File: config.mk
export PLATFORM = sky130hd
export DESIGN_NAME = mul16_seq_flat
export DESIGN_NICKNAME = d
export VERILOG_FILES = /design/src/rtl/mul16_seq_if.sv /design/src/rtl/mul16_seq.sv /design/src/flat_wrapper.sv
export SDC_FILE = /design/constraint.sdc
export NUM_CORES = 1
export LEC_CHECK = 0
export BUFFER_PORTS_ARGS = -buffer_cell sky130_fd_sc_hd__buf_2
export CORE_MARGIN = 4
export CORE_UTILIZATION = 40
export CTS_CLUSTER_SIZE = 12
export DETAILED_ROUTE_END_ITERATION = 10
export PLACE_DENSITY = 0.67
export SETUP_SLACK_MARGIN = 0.4
export SYNTH_ARGS = -nofsm -noshare
export SYNTH_HDL_FRONTEND = slang
export SYNTH_SLANG_ARGS = --single-unit
File: constraint.sdc
create_clock -name clk -period 1.8 [get_ports clk]
set_clock_uncertainty 0.15 [all_clocks]
set_input_delay 0 -clock clk [delete_from_list [all_inputs] [get_ports clk]]
set_output_delay 0 -clock clk [all_outputs]
set_load 0.005 [all_outputs]
File: src/rtl/mul16_seq_if.sv
// Handshake and shared-adder bundle for the sequential 16x16 multiplier.
// The slave side is the multiplier. The master side is whoever issues
// multiplies and also provides the external ripple-carry adder's return path.
interface mul16_seq_if;
  logic        Start;
  logic [15:0] A;
  logic [15:0] B;
  logic        Busy;
  logic        Done;
  logic [31:0] P;
  logic [15:0] AddA;
  logic [15:0] AddB;
  logic        AddCin;
  logic [15:0] AddSum;
  logic        AddCout;

  modport slave (
    input  Start, A, B, AddSum, AddCout,
    output Busy, Done, P, AddA, AddB, AddCin
  );

  modport master (
    output Start, A, B, AddSum, AddCout,
    input  Busy, Done, P, AddA, AddB, AddCin
  );
endinterface

File: src/rtl/mul16_seq.sv
// Sequential 16x16 unsigned shift-and-add multiplier controller.
// It borrows the core's external 16-bit adder and retires one partial
// product per clock. The adder carry-out shifts into the top of the
// accumulator, so the 32-bit product is always exact.
module mul16_seq (
  input  logic         clk,
  input  logic         rst,
  mul16_seq_if.slave   bus
);

  typedef enum logic [1:0] {
    IDLE = 2'd0,
    RUN  = 2'd1,
    DONE = 2'd2
  } state_t;

  state_t      state_q;
  logic [15:0] m_q;
  logic [15:0] acc_q;
  logic [15:0] q_q;
  logic [3:0]  cnt_q;
  logic [31:0] p_q;
  logic        busy_q;
  logic        done_q;

  logic [15:0] addA;
  logic [15:0] addB;
  logic        addCin;
  logic [15:0] acc_d;
  logic [15:0] q_d;

  // Drive the shared adder only while running and form the 33-bit right-shifted step result
  always_comb begin
    addA   = 16'h0000;
    addB   = 16'h0000;
    addCin = 1'b0;
    if (state_q == RUN) begin
      addA = acc_q;
      addB = q_q[0] ? m_q : 16'h0000;
    end
    acc_d = {bus.AddCout, bus.AddSum[15:1]};
    q_d   = {bus.AddSum[0], q_q[15:1]};
  end

  assign bus.AddA   = addA;
  assign bus.AddB   = addB;
  assign bus.AddCin = addCin;
  assign bus.Busy   = busy_q;
  assign bus.Done   = done_q;
  assign bus.P      = p_q;

  // Control FSM and datapath registers; Busy/Done are registered alongside the state
  always_ff @(posedge clk) begin
    if (rst) begin
      state_q <= IDLE;
      m_q     <= 16'h0000;
      acc_q   <= 16'h0000;
      q_q     <= 16'h0000;
      cnt_q   <= 4'd0;
      p_q     <= 32'h0000_0000;
      busy_q  <= 1'b0;
      done_q  <= 1'b0;
    end else begin
      case (state_q)
        IDLE: begin
          done_q <= 1'b0;
          if (bus.Start) begin
            m_q     <= bus.A;
            q_q     <= bus.B;
            acc_q   <= 16'h0000;
            cnt_q   <= 4'd0;
            state_q <= RUN;
            busy_q  <= 1'b1;
          end
        end
        RUN: begin
          acc_q <= acc_d;
          q_q   <= q_d;
          if (cnt_q == 4'd15) begin
            p_q     <= {acc_d, q_d};
            state_q <= DONE;
            busy_q  <= 1'b0;
            done_q  <= 1'b1;
          end else begin
            cnt_q <= cnt_q + 4'd1;
          end
        end
        DONE: begin
          state_q <= IDLE;
          done_q  <= 1'b0;
        end
        default: begin
          state_q <= IDLE;
          busy_q  <= 1'b0;
          done_q  <= 1'b0;
        end
      endcase
    end
  end

endmodule

File: src/flat_wrapper.sv
// flat-port wrapper written by rule: the top's interface ports become plain ports
module mul16_seq_flat 
  (clk, rst, bus_Start, bus_A, bus_B, bus_AddSum, bus_AddCout, bus_Busy, bus_Done, bus_P, bus_AddA, bus_AddB, bus_AddCin);
  mul16_seq_if bus_i ();
  input  logic clk;
  input  logic rst;
  input wire logic [$bits(bus_i.Start)-1:0] bus_Start;
  input wire logic [$bits(bus_i.A)-1:0] bus_A;
  input wire logic [$bits(bus_i.B)-1:0] bus_B;
  input wire logic [$bits(bus_i.AddSum)-1:0] bus_AddSum;
  input wire logic [$bits(bus_i.AddCout)-1:0] bus_AddCout;
  output wire logic [$bits(bus_i.Busy)-1:0] bus_Busy;
  output wire logic [$bits(bus_i.Done)-1:0] bus_Done;
  output wire logic [$bits(bus_i.P)-1:0] bus_P;
  output wire logic [$bits(bus_i.AddA)-1:0] bus_AddA;
  output wire logic [$bits(bus_i.AddB)-1:0] bus_AddB;
  output wire logic [$bits(bus_i.AddCin)-1:0] bus_AddCin;
  assign bus_i.Start = bus_Start;
  assign bus_i.A = bus_A;
  assign bus_i.B = bus_B;
  assign bus_i.AddSum = bus_AddSum;
  assign bus_i.AddCout = bus_AddCout;
  assign bus_Busy = bus_i.Busy;
  assign bus_Done = bus_i.Done;
  assign bus_P = bus_i.P;
  assign bus_AddA = bus_i.AddA;
  assign bus_AddB = bus_i.AddB;
  assign bus_AddCin = bus_i.AddCin;
  mul16_seq u_core (.clk(clk), .rst(rst), .bus(bus_i));
endmodule
==> results of run 1 <==
==> worst register-to-register path: cells and delay by family, from the launching register on <==
family                 cells  cell delay, ns
and+or+nand+nor            1            0.18
buffers and inverters      5            0.58
AOI/OAI and AO/OA          2            0.32
DFF                        1            0.37
==> worst paths after layout <==
| path | to | cells past startpoint | slack [ns] | from |
|---|---|---|---|---|
| max | bus_AddB[5] | 6 | 0.09 | u_core.state_q[0] |
| min | u_core.q_q[11] | 4 | 0.15 | bus_Start |
| max reg2reg | u_core.cnt_q[3] | 8 | 0.12 | u_core.state_q[0] |
| min reg2reg | u_core.bus.P[9] | 2 | 0.32 | u_core.bus.P[9] |
==> logic make-up after synthesis <==
family	count (synthesis)
simple gates	155
buf+inv	42
fa+ha+maj	1
other cells	1
flops	88
compound gates	111
mux	18
==> cell usage after synthesis (all sizes together) <==
cell type / count / area (µm²)
o21ai: 36 / 180
o21ba: 1 / 10.0
and2: 16 / 100
nor3: 16 / 80.1
o21bai: 1 / 7.51
nor2: 36 / 138
ha: 1 / 12.5
nor2b: 1 / 6.26
nand2b: 15 / 93.8
mux2i: 18 / 180
buf: 20 / 129
clkbuf: 20 / 76.3
conb: 1 / 3.75
a21oi: 50 / 250
or3: 1 / 6.26
a311oi: 1 / 8.76
and4: 1 / 8.76
a211oi: 3 / 22.5
a41oi: 1 / 8.76
a22o: 16 / 140
and2b: 1 / 7.51
nor3b: 1 / 7.51
o21a: 1 / 7.51
or3b: 14 / 123
nand3: 36 / 180
dfxtp: 88 / 1760
a31oi: 1 / 6.26
and3: 17 / 106
inv: 2 / 7.51
==> routing by layer <==
| layer | GRT usage (%) | vias up |
|---|---|---|
| li1 | - | 1871 |
| met4 | 5.60 | 0 |
| met3 | 6.53 | 22 |
| met2 | 38.2 | 203 |
| met5 | 0 | - |
| met1 | 26.5 | 1924 |
==> metrics by stage <==
stage                     total power, µW  setup slack [ns]  area (µm²)  std cells
after floorplan                      2380             0.388        3700        416
after global routing                 4320            0.0300        6310        726
final                                4160            0.0905        6310        726
after global placement               2510             0.103        4340        615
after CTS                            4000             0.108        5650        702
after detailed placement             2520            0.0289        4340        615
==> state kept, by name (all words and copies together), names as in the netlist <==
register / flops
u_core.acc_q: 16
u_core.bus.Busy: 1
u_core.bus.Done: 1
u_core.bus.P: 32
u_core.cnt_q: 4
u_core.m_q: 16
u_core.q_q: 16
u_core.state_q: 2
==> power breakdown <==
group	switching [µW]	internal, µW
clock	730	541
combinational	343	456
sequential	68.1	2020
==> layout make-up <==
type | instances | area (µm²) | area share [%]
Multi-Input combinational cell | 286 | 2120 | 33.5
Tap cell | 108 | 135 | 2.14
Timing Repair Buffer | 226 | 2090 | 33.1
Sequential cell | 88 | 1780 | 28.2
Clock buffer | 10 | 138 | 2.18
Inverter | 2 | 7.51 | 0.119
Clock inverter | 6 | 43.8 | 0.694
==> what timing repair did <==
| action | in CTS | in global routing |
|---|---|---|
| resized for setup | 77 | 90 |
| endpoints found under the setup margin | 111 | 120 |
| hold buffers | 51 | 0 |
| pin swaps | 15 | 34 |
| gates cloned | 7 | 9 |
| endpoints found under the hold margin | 72 | 0 |
| buffers inserted | 13 | 15 |
==> impl_summary.txt, run 1 <==
----------------------------------------------------
[Synth]
  Number of register bits inferred by synthesis ... 88
  Sequential area share after synthesis ... 48.0%
  Simple logic cell fraction of the synthesized area ... about a quarter
  Cell area after synthesis ... 3670 µm²
  Mean Syn Cell Area ... 8.82 µm²
  Number of instances in the synthesized netlist ... ~420
  Parity-gate share of the synthesized area counting xor and xnor cells ... 0%
  Number of different library cells in the post-synthesis netlist ... 35
  Largest family of logic cells by synthesized area ... simple AND/OR/NAND/NOR gates
  Adder and majority gate portion of the synthesized area ... 0.341%
  Warnings, synthesis ... 0
  Compound-gate portion of the synthesized area ... 17.5%
  Post-synth net total ... between 400 and 500
  Mux share of post-synthesis cell area ... 4.91%

[Critical path]
  Buf/Inv on CP ... 4
  Arrival @ worst endpoint ... between 1.5 and 2 ns
  Cell mode on critical path ... sky130_fd_sc_hd__buf_12
  Largest fanout of any net on the critical path ... 6
  Largest stage delay, worst path ... about 0.37 ns
  Cell with the largest stage delay on the worst path ... sky130_fd_sc_hd__dfxtp_4
  Critical path's top delay family ... buffers and inverters
  Category of the worst setup path launch point ... flip-flop
  Worst setup path category ... flip-flop to output port
  Capturing element type of the critical path ... output port
  CP Cell Sequence ... buf_12, nor2b_4, buf_12, clkbuf_16, and3_4, buf_6
  Required time at the endpoint of the critical path ... ~1.7 ns

[Finish]
  Number of fill cells ... 614
  Core Util, Final ... 71.7%
  Area added between synthesis and finish ... 71.9%
  Highest-count cells in the layout ignoring fill and taps ... sky130_fd_sc_hd__buf_2 (107), sky130_fd_sc_hd__dfxtp_1 (82), sky130_fd_sc_hd__dlygate4sd3_1 (51), sky130_fd_sc_hd__nor2_1 (32)
  Most common cell after layout, fill and taps aside ... sky130_fd_sc_hd__buf_2
  Antenna diode instance count ... 0
  Final net count ... 666
  Share of post-route cells with drive strength above 1 ... 46.3%

[STA]
  Setup repair after global routing missed its margin ... yes
  Achievable Freq ... 0.585 GHz
  Final Hold Fails ... 0
  Final TNS setup ... 0 ns
  Minimum hold slack ... 0.145 ns
  Worst Tran Pin Value ... 0.562 ns
  Number of max-slew violations in the final report ... 0
  Portion of the clock cycle consumed by the worst path in the final layout ... a little over nine tenths
  Clock period minus worst slack ... approximately 1.7 ns
  Final setup viols ... 0
  Max-slew headroom ... between 60% and 70%

[Die]
  Area of the core region ... just under 9000 µm²
  Die X ... 104 µm
  Starting utilization of the core area ... 41.7%
  Floorplan die height ... just over 100 µm
  Area enclosed by the die boundary ... between 10000 and 15000 µm²
  Site Rows ... 34
  Top-Level Pins ... 119

[Status]
  Outcome ... completed

[Clock tree]
  CTS HTree Levels ... 3
  Root buf cell ... sky130_fd_sc_hd__clkbuf_8
  Clock network latency to the later pin of the worst-skew pair ... 0.36 ns
  Max Root-Sink Buffers ... 2
  Clock slew at reported path FFs ... 0.09 ns
  Total CTS buffers ... 9
  Clock tree from TritonCTS ... yes
  Clock sink count ... 88

[Global routing]
  Grt total ovfl ... 0
  Number of global-route vias before repair ... ~3800
  Largest net degree at the start of global routing ... 50
  Number of antenna violations at the first check in global routing ... 0
  Wire length of the first global-routing pass ... 19.5 mm
  Gr usage total ... between 20% and 30%

[Power and ir drop]
  Power Density ... roughly 660 nW/µm²
  Worst IR Drop VDD ... 650 µV
  Leakage ... 0.00267 µW

[Routing]
  Drt drc ... 0
  Detailed router's first-iteration violation count ... approximately 240
  DR WL met2 ... a little under 7 mm
  Wire length per cell after detailed routing ... 18.7 µm
  Number of detailed-route iterations in the first pass ... 5
  Number of vias per cell ... 5.54
  Total vias in the final route ... 4020
  Uppermost layer routed ... met4
  Met1 wire length ... 5.44 mm
  Number of nets with antenna violations after detailed routing ... 0
  Post-Route WL ... between 10 and 15 mm
  Routed wl met3 ... 996 µm

[Place]
  GP Congestion ... ~0.77
  Placed wire-length estimate ... 6.45 mm
  Count of input and output buffers ... between 100 and 150

[Worst hold path]
  Class of the worst hold path ... input port to flip-flop

[Flow run]
  Max capacitance violation total ... 0

----------------------------------------------------
No activity file was read; power rests on OpenSTA's default activity.
==> run 2: changes to the inputs <==
--- a/config.mk
+++ b/config.mk
@@ -6,9 +6,8 @@
 export NUM_CORES = 1
 export LEC_CHECK = 0
 export BUFFER_PORTS_ARGS = -buffer_cell sky130_fd_sc_hd__buf_2
-export CORE_MARGIN = 4
 export CORE_UTILIZATION = 40
-export CTS_CLUSTER_SIZE = 12
+export CTS_CLUSTER_SIZE = 40
 export DETAILED_ROUTE_END_ITERATION = 10
 export PLACE_DENSITY = 0.67
 export SETUP_SLACK_MARGIN = 0.4
==> impl_summary.txt, run 2 (same netlist as run 1, synthesis figures left out) <==
----------------------------------------------------
[Status]
  Outcome ... finished with violations (was completed)
  Violated checks ... DRC

[Finish]
  Antenna diode instance count ... 0 (unchanged)
  Most common cell after layout, fill and taps aside ... sky130_fd_sc_hd__buf_2 (unchanged)
  Area added between synthesis and finish ... 79.0% (was 71.9%)
  Final net count ... 670 (was 666)
  Max reg flops ... 32 (unchanged)
  Highest-count cells in the layout ignoring fill and taps ... sky130_fd_sc_hd__buf_2 (100), sky130_fd_sc_hd__dfxtp_1 (84), sky130_fd_sc_hd__dlygate4sd3_1 (52), sky130_fd_sc_hd__a21oi_2 (38), sky130_fd_sc_hd__buf_6 (35) (was sky130_fd_sc_hd__buf_2 (107), sky130_fd_sc_hd__dfxtp_1 (82), sky130_fd_sc_hd__dlygate4sd3_1 (51), sky130_fd_sc_hd__nor2_1 (32))
  Share of post-route cells with drive strength above 1 ... 49.4% (was 46.3%)

[Critical path]
  Cell mode on critical path ... sky130_fd_sc_hd__buf_6 (was sky130_fd_sc_hd__buf_12)
  Cell with the largest stage delay on the worst path ... sky130_fd_sc_hd__dfxtp_4 (unchanged)
  Buf/Inv on CP ... 4 (unchanged)
  Category of the worst setup path launch point ... flip-flop (unchanged)
  Critical path's top delay family ... buffers and inverters (unchanged)
  Required time at the endpoint of the critical path ... 1.65 ns (about the same)
  Capturing element type of the critical path ... output port (unchanged)
  Largest stage delay, worst path ... 0.38 ns (was 0.37 ns)
  Worst setup path category ... flip-flop to output port (unchanged)
  Arrival @ worst endpoint ... 1.60 ns (was 1.56 ns)
  Largest fanout of any net on the critical path ... 8 (was 6)
  CP Cell Sequence ... buf_12, nor2b_4, buf_6, buf_16, and3_4, buf_6 (was buf_12, nor2b_4, buf_12, clkbuf_16, and3_4, buf_6)

[Routing]
  Post-Route WL ... 14.2 mm (was 13.6 mm)
  Total vias in the final route ... 4070 (was 4020)
  Number of vias per cell ... 5.58 (was 5.54)
  Number of nets with antenna violations after detailed routing ... 0 (unchanged)
  Wire length per cell after detailed routing ... 19.5 µm (was 18.7 µm)
  Detailed router's first-iteration violation count ... 160 (was 237)
  Drt drc ... 12 (was 0)
  Number of detailed-route iterations in the first pass ... 8 (was 5)

[Place]
  GP Congestion ... 0.772 (was 0.774)
  Placed wire-length estimate ... 6.01 mm (was 6.45 mm)
  Count of input and output buffers ... 117 (unchanged)
  Pre-CTS worst setup slack ... 0.0692 ns (was 0.0289 ns)

[STA]
  Portion of the clock cycle consumed by the worst path in the final layout ... 97.0% (was 95.0%)
  Clock period minus worst slack ... 1.75 ns (was 1.71 ns)
  Final setup viols ... 0 (unchanged)
  Max-slew headroom ... 36.9% (was 62.5%)
  Achievable Freq ... 0.573 GHz (was 0.585 GHz)
  Number of max-slew violations in the final report ... 0 (unchanged)
  Worst Setup Slack, final ... 0.0539 ns (was 0.0905 ns)
  Worst Tran Pin Value ... 0.946 ns (was 0.562 ns)
  Final TNS setup ... 0 ns (unchanged)
  Setup repair after global routing missed its margin ... yes (unchanged)
  Final Hold Fails ... 0 (unchanged)

[Global routing]
  Number of global-route vias before repair ... 3795 (was 3826)
  Gr usage total ... 24.0% (was 21.9%)
  Grt total ovfl ... 0 (unchanged)
  Largest net degree at the start of global routing ... 73 (was 50)
  Wire length of the first global-routing pass ... 18.4 mm (was 19.5 mm)
  Number of antenna violations at the first check in global routing ... 0 (unchanged)

[Clock tree]
  Root buf cell ... sky130_fd_sc_hd__clkbuf_8 (unchanged)
  Total CTS buffers ... 9 (unchanged)
  Clock network latency to the later pin of the worst-skew pair ... 0.36 ns (about the same)
  CTS HTree Levels ... 3 (unchanged)
  Clock slew at reported path FFs ... 0.09 ns (about the same)
  Max Root-Sink Buffers ... 2 (unchanged)
  Clock tree from TritonCTS ... yes (unchanged)
  Clock sink count ... 88 (unchanged)

[Power and ir drop]
  Worst IR Drop VDD ... 519 µV (was 650 µV)
  Leakage ... 0.00275 µW (was 0.00267 µW)
  Total Power Consumption ... 4200 µW (was 4160 µW)
  Power Density ... 640 nW/µm² (was 659 nW/µm²)

[Flow run]
  Max capacitance violation total ... 0 (unchanged)

[Die]
  Top-Level Pins ... 119 (unchanged)
  Die X ... 97.8 µm (was 104 µm)
  Starting utilization of the core area ... 41.7% (unchanged)
  Area of the core region ... 8810 µm² (unchanged)
  Area enclosed by the die boundary ... 9560 µm² (was 10800 µm²)
  Floorplan die height ... 97.8 µm (was 104 µm)
  Site Rows ... 34 (unchanged)

[Worst hold path]
  Class of the worst hold path ... input port to flip-flop (unchanged)

----------------------------------------------------
==> run 2: worst register-to-register path, cell delays in order (launching register included) <==
cell,delay (ns)
sky130_fd_sc_hd__dfxtp_4,0.37
sky130_fd_sc_hd__buf_12,0.13
sky130_fd_sc_hd__buf_4,0.15
sky130_fd_sc_hd__nor3b_4,0.23
sky130_fd_sc_hd__buf_6,0.14
sky130_fd_sc_hd__buf_12,0.11
sky130_fd_sc_hd__mux2i_1,0.22
sky130_fd_sc_hd__nor2_1,0.08
==> run 2: layout make-up <==
cell class / count / area (µm²)
repair buffers: 230 / 2230
well taps: 108 / 135
clock inverters: 6 / 42.5
flip-flops and latches: 88 / 1770
multi-input cells: 286 / 2260
fillers: 573 / 2240
inverters: 2 / 7.51
clock buffers: 9 / 124
==> run 2: worst paths after layout <==
check                                  startpoint                to  slack (ns)  cells past startpoint
worst min-delay path                    bus_Start    u_core.q_q[14]        0.16                      4
worst min register to register   u_core.bus.P[17]  u_core.bus.P[17]        0.32                      2
worst max register to register  u_core.state_q[1]     u_core.m_q[6]        0.07                      7
worst max-delay path            u_core.state_q[0]      bus_AddB[11]        0.05                      6
==> run 2: per-stage QoR <==
step | instance area (µm²) | cells | hold WS [ns] | util [%]
after floorplan | 3700 | 416 | -0.0174 | -
after global placement | 4360 | 615 | 0.0835 | 49.5
after detailed placement | 4360 | 615 | 0.0933 | 49.5
after CTS | 5680 | 708 | 0.0698 | 64.5
after global routing | 6570 | 729 | 0.183 | 74.6
final | 6570 | 729 | 0.161 | 74.6
==> run 2: routing by layer <==
layer	up-vias	share of wire [%]	GRT usage, %
li1	1879	-	-
met1	1979	39	28.1
met2	174	52	43.0
met3	38	6.2	5.08
met4	0	2.8	8.62
met5	-	0	0
==> run 2: timing repair <==
action,4_1_cts,5_1_grt
endpoints found under the setup margin,116,118
gates resized for setup,75,126
cloned,7,11
hold buffers,52,0
buffers inserted,19,10
endpoints found under the hold margin,66,0
pin swaps,48,82
==> run 2: power by group <==
group	total, µW	internal [µW]	leakage (µW)	switching [µW]
Clock	1220	499	0.0000819	724
Combinational	891	509	0.00195	382
Sequential	2090	2020	0.000721	67.8
Total	4200	3030	0.00275	1170
